<file path="src/rtl/pwm_deadtime_if.sv">
// b16 I/O bus slice seen by pwm_deadtime: select, strobes, address, write data
// and the combinational read data returned by the block.
interface pwm_deadtime_if;
  logic        sel;
  logic        r;
  logic [1:0]  w;
  logic [5:0]  addr;
  logic [15:0] dwrite;
  logic [15:0] dt_data;

  modport master (output sel, r, w, addr, dwrite, input dt_data);
  modport slave  (input sel, r, w, addr, dwrite, output dt_data);
endinterface

</file>
<file path="src/rtl/pwm_deadtime.sv">
// Complementary gate drive with break-before-make dead time per channel,
// per-channel enable/polarity and a latched global kill.
module pwm_dt_lane (
  input  logic        clk,
  input  logic        reset,
  input  logic        en,
  input  logic        pol,
  input  logic        fault,
  input  logic        kill,
  input  logic        pwm,
  input  logic [15:0] dt,
  output logic        hi,
  output logic        lo
);
  typedef enum logic [1:0] {OFF, DEAD, HIGH, LOW} state_t;

  state_t      state_q, state_d;
  logic [15:0] cnt_q, cnt_d;
  logic        hi_q, hi_d, lo_q, lo_d;

  always_comb begin
    state_d = state_q;
    cnt_d   = cnt_q;
    if (!en || fault || kill) begin
      state_d = OFF;
    end else begin
      case (state_q)
        OFF: begin
          state_d = DEAD;
          cnt_d   = dt;
        end
        DEAD: begin
          if (cnt_q != 16'd0) cnt_d = cnt_q - 16'd1;
          else                state_d = pwm ? HIGH : LOW;
        end
        HIGH: if (!pwm) begin
          state_d = DEAD;
          cnt_d   = dt;
        end
        LOW: if (pwm) begin
          state_d = DEAD;
          cnt_d   = dt;
        end
        default: state_d = OFF;
      endcase
    end
    // pol is the post-edge polarity so hi/lo always match the stored CTRL value
    hi_d = (state_d == HIGH) ^ pol;
    lo_d = (state_d == LOW)  ^ pol;
  end

  always_ff @(posedge clk) begin
    if (reset) begin
      state_q <= OFF;
      cnt_q   <= 16'd0;
      hi_q    <= 1'b0;
      lo_q    <= 1'b0;
    end else begin
      state_q <= state_d;
      cnt_q   <= cnt_d;
      hi_q    <= hi_d;
      lo_q    <= lo_d;
    end
  end

  assign hi = hi_q;
  assign lo = lo_q;
endmodule

module pwm_deadtime #(
  parameter int pwms = 2
) (
  input  logic            clk,
  input  logic            reset,
  pwm_deadtime_if.slave   bus,
  input  logic [pwms:0]   pwm_in,
  input  logic            kill,
  output logic [pwms:0]   hi,
  output logic [pwms:0]   lo
);
  localparam int NCH = pwms + 1;

  logic [NCH-1:0][15:0] dt_q, dt_d;
  logic [NCH-1:0]       en_q, en_d, pol_q, pol_d;
  logic                 fault_q, fault_d;
  logic [1:0]           ch;
  logic                 acc_ok;
  logic [15:0]          rdata;

  assign ch     = bus.addr[3:2];
  assign acc_ok = (bus.addr[1:0] == 2'b00) && (int'(ch) <= pwms);

  always_comb begin
    dt_d    = dt_q;
    en_d    = en_q;
    pol_d   = pol_q;
    fault_d = fault_q;
    if (bus.sel && acc_ok) begin
      case (bus.addr[5:4])
        2'd0: begin
          if (bus.w[0]) dt_d[ch][7:0]  = bus.dwrite[7:0];
          if (bus.w[1]) dt_d[ch][15:8] = bus.dwrite[15:8];
        end
        2'd1: if (bus.w[0]) begin
          en_d[ch]  = bus.dwrite[0];
          pol_d[ch] = bus.dwrite[1];
        end
        2'd2: if (ch == 2'd0 && bus.w[0] && bus.dwrite[0]) fault_d = 1'b0;
        default: ;
      endcase
    end
    // kill beats a same-edge software clear
    if (kill) fault_d = 1'b1;
  end

  always_ff @(posedge clk) begin
    if (reset) begin
      dt_q    <= {NCH{16'h0010}};
      en_q    <= '0;
      pol_q   <= '0;
      fault_q <= 1'b0;
    end else begin
      dt_q    <= dt_d;
      en_q    <= en_d;
      pol_q   <= pol_d;
      fault_q <= fault_d;
    end
  end

  always_comb begin
    rdata = 16'h0000;
    if (bus.r && bus.sel && acc_ok) begin
      case (bus.addr[5:4])
        2'd0: rdata = dt_q[ch];
        2'd1: rdata = {14'd0, pol_q[ch], en_q[ch]};
        2'd2: if (ch == 2'd0) begin
          rdata[0]       = fault_q;
          rdata[1]       = kill;
          rdata[8 +: NCH] = pwm_in;
        end
        default: ;
      endcase
    end
  end

  assign bus.dt_data = rdata;

  for (genvar i = 0; i < NCH; i++) begin : g_lane
    pwm_dt_lane u_lane (
      .clk   (clk),
      .reset (reset),
      .en    (en_q[i]),
      .pol   (pol_d[i]),
      .fault (fault_q),
      .kill  (kill),
      .pwm   (pwm_in[i]),
      .dt    (dt_q[i]),
      .hi    (hi[i]),
      .lo    (lo[i])
    );
  end
endmodule

</file>
<file path="src/flat_wrapper.sv">
// flat-port wrapper written by rule: the top's interface ports become plain ports
module pwm_deadtime_flat 
#(
  parameter int pwms = 2
)
  (clk, reset, pwm_in, kill, hi, lo, bus_sel, bus_r, bus_w, bus_addr, bus_dwrite, bus_dt_data);
  pwm_deadtime_if bus_i ();
  input  logic clk;
  input  logic reset;
  input  logic [pwms:0] pwm_in;
  input  logic kill;
  output logic [pwms:0] hi;
  output logic [pwms:0] lo;
  input wire logic [$bits(bus_i.sel)-1:0] bus_sel;
  input wire logic [$bits(bus_i.r)-1:0] bus_r;
  input wire logic [$bits(bus_i.w)-1:0] bus_w;
  input wire logic [$bits(bus_i.addr)-1:0] bus_addr;
  input wire logic [$bits(bus_i.dwrite)-1:0] bus_dwrite;
  output wire logic [$bits(bus_i.dt_data)-1:0] bus_dt_data;
  assign bus_i.sel = bus_sel;
  assign bus_i.r = bus_r;
  assign bus_i.w = bus_w;
  assign bus_i.addr = bus_addr;
  assign bus_i.dwrite = bus_dwrite;
  assign bus_dt_data = bus_i.dt_data;
  pwm_deadtime #(.pwms(pwms)) u_core (.clk(clk), .reset(reset), .bus(bus_i), .pwm_in(pwm_in), .kill(kill), .hi(hi), .lo(lo));
endmodule
</file>
<file path="config.mk">
export PLATFORM = sky130hd
export DESIGN_NAME = pwm_deadtime_flat
export DESIGN_NICKNAME = d
export VERILOG_FILES = /design/src/rtl/pwm_deadtime_if.sv /design/src/rtl/pwm_deadtime.sv /design/src/flat_wrapper.sv
export SDC_FILE = /design/constraint.sdc
export NUM_CORES = 1
export LEC_CHECK = 0
export BUFFER_PORTS_ARGS = -buffer_cell sky130_fd_sc_hd__buf_2
export CORE_AREA = 2 2 111 113
export CTS_CLUSTER_DIAMETER = 80
export DETAILED_ROUTE_END_ITERATION = 10
export DIE_AREA = 0 0 113 115
export GPL_TIMING_DRIVEN = 1
export PLACE_DENSITY = 0.75
export RECOVER_POWER = 50
export SLEW_MARGIN = 20
export SYNTH_ARGS = -nofsm -noshare
export SYNTH_HDL_FRONTEND = slang
export SYNTH_SLANG_ARGS = --single-unit
</file>
<file path="constraint.sdc">
create_clock -name clk -period 2.1 [get_ports clk]
set_clock_uncertainty 0.2 [all_clocks]
set_input_delay 0.105 -clock clk [delete_from_list [all_inputs] [get_ports clk]]
set_output_delay 0.105 -clock clk [all_outputs]
set_load 0.01 [all_outputs]
</file>
# ---- Word-level counts from Yosys, hierarchy flattened
# Cells that the tools add are included.
dict set report word_totals {
  in_bits 32
  reg_bits 115
}
dict set report op_classes {
  n_eq_ne 26
  n_mux 64
  reduce_logical 34
  n_bitwise 9
  magnitude_cmp 3
  add_sub_neg 3
}
# cell count
set op_table {}
lappend op_table {{$mux 16} 12}
lappend op_table {{$mux 48} 4}
lappend op_table {{$pmux 16 s4} 3}
lappend op_table {{$bwmux 48} 2}
lappend op_table {{$demux 16 s2} 2}
lappend op_table {{$reduce_bool 16->1} 3}
lappend op_table {{$sub 16x1->16 const B} 3}
lappend op_table {{$bmux 16 s2} 1}
lappend op_table {{$eq 2x2->1 const B} 13}
lappend op_table {{$mux 2} 13}
lappend op_table {{$pmux 2 s4} 3}
lappend op_table {{$ne 2x2->1 const B} 9}
lappend op_table {{$logic_not 2->1} 6}
lappend op_table {{$mux 3} 4}
lappend op_table {{$reduce_and 4->1} 3}
lappend op_table {{$mux 1} 10}
lappend op_table {{$eq 2x1->1 const B} 4}
lappend op_table {{$mux 8} 1}
lappend op_table {{$logic_and 1x1->1} 7}
lappend op_table {{$bwmux 3} 2}
lappend op_table {{$logic_or 1x1->1} 6}
lappend op_table {{$mux 6} 1}
lappend op_table {{$pmux 2 s3} 1}
lappend op_table {{$pmux 3 s2} 1}
lappend op_table {{12 further kinds} 25}

# ---- Depth between registers and ports, before layout
dict set report logic_depth {
  ltp_word 10
  depth_mapped 8
  ltp_nobuf 7
}

# ---- Modules after synthesis
# From an unflattened synthesis, not the netlist that was laid out.
dict set report hier_totals {
  cells_unflattened 791
  hier_area_um2 6496.2
}
# mod cells_per_inst instances area_each_um2 seq_area_each_um2
set by_module_without_submodules {}
lappend by_module_without_submodules {pwm_dt_lane 170 3 1280.0 400.4}
lappend by_module_without_submodules {pwm_deadtime 281 1 2656.3 1101.1}

# ---- Worst setup path before layout
# Ideal clock, no wire load.
dict set report synth_timing {
  path_kind {register to register}
  from {register u_core.g_lane[0].u_lane.cnt_q[0]}
  to {register u_core.g_lane[0].u_lane.lo_q}
  required_time_ns 1.779
  slack_ns -0.077
  synth_period_minus_slack_ns 2.177
  setup_time_ns 0.121
  path_stages_with_launch 8
  arrival_ns 1.856
  path_buffers 0
  cell_sequence {dfxtp_1 inv_1 ha_1 nor3b_1 nand2_1 or2_1 a211oi_1 mux2_2}
}
dict set report synth_via {
  elab_chain_len 6
}
# item line
set synth_lines {}
lappend synth_lines {{from (decl)} pwm_deadtime.sv:18} ;# logic [15:0] cnt_q, cnt_d;
lappend synth_lines {{from (signal assigned)} pwm_deadtime.sv:60} ;# cnt_q <= cnt_d;
lappend synth_lines {{$reduce_bool 16->1} pwm_deadtime.sv:33} ;# if (cnt_q != 16'd0) cnt_d = cnt_q - 16'd1;
lappend synth_lines {{$mux 2} pwm_deadtime.sv:33}
lappend synth_lines {{$pmux 2 s4} pwm_deadtime.sv:27} ;# case (state_q)
lappend synth_lines {{$mux 2} pwm_deadtime.sv:24} ;# if (!en || fault || kill) begin
lappend synth_lines {{$eq 2x2->1} pwm_deadtime.sv:49} ;# lo_d = (state_d == LOW) ^ pol;
lappend synth_lines {{$xor 1x1->1} pwm_deadtime.sv:49}
lappend synth_lines {{to (signal assigned)} pwm_deadtime.sv:62} ;# lo_q <= lo_d;
lappend synth_lines {{to (decl)} pwm_deadtime.sv:19} ;# logic hi_q, hi_d, lo_q, lo_d;
# No other way between the ends.
# A chain may end at the register's enable or synchronous reset.

# ---- Worst setup path after layout
dict set report layout_timing {
  from {register u_core.g_lane[0].u_lane.cnt_q[4]}
  to {register u_core.g_lane[0].u_lane.lo_q}
}
# Same word-level chain as after synthesis.

==> reports/metrics.csv <==
metric,value,unit
synthesis-to-layout area growth,32.5,%
dominant cells by area after synthesis,"dfxtp_1 (37%), mux2i_1 (12%), nor2_1 (7.0%)",
DIE WIDTH,113,µm
layout cells sized above 1,24.4,%
Achievable Freq,0.452,GHz
max-slew violation count,0,
Yosys reg bits,115,
WHS Path Cells,4,
top-area cell type share of the netlist area,36.6,%
VDD IR max,483,µV
"Clk pin slew, worst setup/hold paths",0.05,ns
initial DRC count,478,
CP bufs+invs,0,
Pre-Repair DR Iteration Count,8,
worst skew pair latency,0.42,ns
CTS tree,built,
setup violators final,11,
Core Area,11800,µm²
Final Hold Vio Count,0,
vias in the first global route,6378,
MaxCap Viol Count,0,
critical path data required time,2.20,ns
CP Data Arrival Time,2.31,ns
Via density,6.18,
via count,6683,
Worst R2R Setup Slack,-0.11,ns
first-pass GRT wire length,32000,µm
register area share after synthesis,36.6,%
ant diodes,0,
die area,13000,µm²
Post-Syn Area,6290,µm²
Inst Count DP,1021,
All-Layer GR Usage,31.0,%
pin slew with the least headroom to its limit,0.677,ns
Rows,40,
asr flop ratio synth,0,%
period utilization,105,%
element type at the critical path end,register,
worst setup path class,register to register,
"count leader, synth",nor2_1,
DRT Wirelength,20300,µm
post-synth cell types,68,
"CP delay by family, top",simple AND/OR/NAND/NOR gates,
drc violations,3,
FF+latch area,2310,µm²
Syn Area/Cell,7.98,µm²
root buf cell,clkbuf_16,
Longest Clk Path Bufs,2,
slew margin rel.,54.2,%
Setup WS post-layout,-0.111,ns
Tmin final,2.21,ns
Post-Syn Instances,788,
Chip Height,115,µm
Reg-to-Reg Start,u_core.g_lane[0].u_lane.cnt_q[4],
grt ovf,0,
io pins,54,
critical path's slowest cell,nor3_1,
Synth Flop Type,dfxtp_1,
Post-Syn Nets,823,
PD cells,675,nW/µm²
fin cells,1081,
# nets final,956,
hold endpoint,u_core.g_lane[1].u_lane.state_q[0],
H-tree levels,4,
Synth area leader,dfxtp_1,
crit path launch type,register,
synth warn,0,
r2r endpoint,u_core.g_lane[0].u_lane.lo,
Commonest cells post-synth,"nor2_1 (117), dfxtp_1 (115), a21oi_1 (81), mux2i_1 (73), nand2_1 (72)",
Hold Worst Slack,0.0266,ns
worst-path maximum fanout,7,
initial antenna violation count,0,
Post-synth EDFFs,0,
Port Buffer Count,53,
min-delay src,pwm_in[1],
RSZ-0062 raised after global routing,yes,
drt wl/cell,18.8,µm
DRT antenna net count,0,
Detail Placement HPWL,13900,µm
pin count of the biggest net entering global routing,96,
leakage,3.47,nW
Final Wtd Congestion,0.941,
HP Class,input pin to register,
number of CTS-inserted buffers,17,
Pwr Total,5.62,mW
cells along the critical path,nor3_1 -> nand2_2 -> or2_1 -> a211oi_2 -> mux2_4,
reg2reg path depth,5,
starting density of the core,53.3,%
status,"complete, but fails checks",
Worst path max stage delay,0.46,ns
failing checks,"DRC, setup timing",
fillers,909,
area of the multi-input gates,3890,µm²
clk sinks,115,
==> cell usage in the layout, fill, tap and decap left out, types with 8 or more instances in the layout <==
cell type        n
o21ai_1         12
buf_4           76
nor2_1         117
nor3_1          21
dfxtp_1        110
clkbuf_1        12
mux2i_1         73
a31oi_1          8
a21oi_1         78
clkbuf_16       17
nand3_1         15
nand2_1         71
buf_2           45
or3_1            8
inv_1           16
dlygate4sd3_1   22
o21ai_0         31
==> per-stage QoR <==
step / utilization [%] / area, µm² / worst slack, ns / setup TNS (ns)
2_1_floorplan: - / 6300 / -0.0251 / -0.0348
3_3_place_gp: 61.2 / 7230 / -0.104 / -0.120
3_5_place_dp: 61.2 / 7230 / -0.100 / -0.295
4_1_cts: 69.3 / 8190 / -0.00411 / -0.00411
5_1_grt: 70.5 / 8330 / -0.149 / -0.813
6_report: 70.5 / 8330 / -0.111 / -0.331
==> worst max-delay path by stage <==
stage / startpoint / to / slack [ns] / cells after the start
global route: u_core.g_lane[0].u_lane.cnt_q[4] / u_core.g_lane[0].u_lane.lo / -0.15 / 5
finish: u_core.g_lane[0].u_lane.cnt_q[4] / u_core.g_lane[0].u_lane.lo / -0.11 / 5
global placement: bus_addr[1] / u_core.g_lane[2].u_lane.hi / -0.10 / 6
detailed placement: u_core.g_lane[0].u_lane.cnt_q[7] / u_core.g_lane[0].u_lane.lo / -0.10 / 5
floorplan: u_core.g_lane[0].u_lane.cnt_q[10] / u_core.g_lane[0].u_lane.lo / -0.03 / 5
CTS: u_core.g_lane[0].u_lane.cnt_q[10] / u_core.g_lane[0].u_lane.lo / -0.004 / 6
==> tightest hold or removal path, cell delays in order <==
cell	delay, ns
buf_2	0.14
a32o_2	0.19
buf_4	0.11
nor3_1	0.05
==> power breakdown <==
part | switching [mW] | total (mW) | internal, mW
logic | 0.143 | 0.235 | 0.0918
clock network | 1.01 | 3.20 | 2.19
registers | 0.00503 | 2.19 | 2.19
==> state kept, by name, indices dropped and copies added (netlist names) <==
name                          cells
u_core.dt_q                      48
u_core.en_q                       3
u_core.fault_q                    1
u_core.g_lane.u_lane.cnt_q       48
u_core.g_lane.u_lane.hi           3
u_core.g_lane.u_lane.lo           3
u_core.g_lane.u_lane.state_q      6
u_core.pol_q                      3
==> layout make-up <==
| class | count | share of cell area, % |
|---|---|---|
| Multi-Input combinational cell | 603 | 46.7 |
| Sequential cell | 115 | 27.7 |
| Timing Repair Buffer | 167 | 14.8 |
| Clock buffer | 22 | 5.69 |
| Tap cell | 147 | 2.21 |
| Clock inverter | 10 | 2.13 |
| Inverter | 17 | 0.766 |
==> cells by family (layout without fill, tap and decap cells) <==
family	count (synthesis)	in the layout	synth area share, %
simple gates	313	313	24.7
compound gates	207	207	20.4
flops	115	115	36.6
mux	76	76	12.3
buf+inv	70	216	4.77
xor+xnor	4	4	0.557
fa+ha+maj	3	3	0.597
==> layer usage <==
layer | part of all wire (%) | vias up | global-route usage, % | routed length [µm]
met5 | 0 | - | 0 | 0
met2 | 49 | 308 | 53.1 | 10000
met4 | 3.8 | 0 | 14.2 | 779
met1 | 41 | 3209 | 38.4 | 8300
li1 | - | 3094 | - | -
met3 | 6.2 | 72 | 5.22 | 1270
==> repair_timing <==
action | in CTS | in global routing
endpoints found under the hold margin | 69 | 0
endpoints found under the setup margin | 12 | 57
hold buffers | 22 | 0
gates resized for setup | 14 | 64
cloned | 0 | 2
buffers inserted | 2 | 2
pin swaps | 3 | 16
No activity file was read; power rests on OpenSTA's default activity.
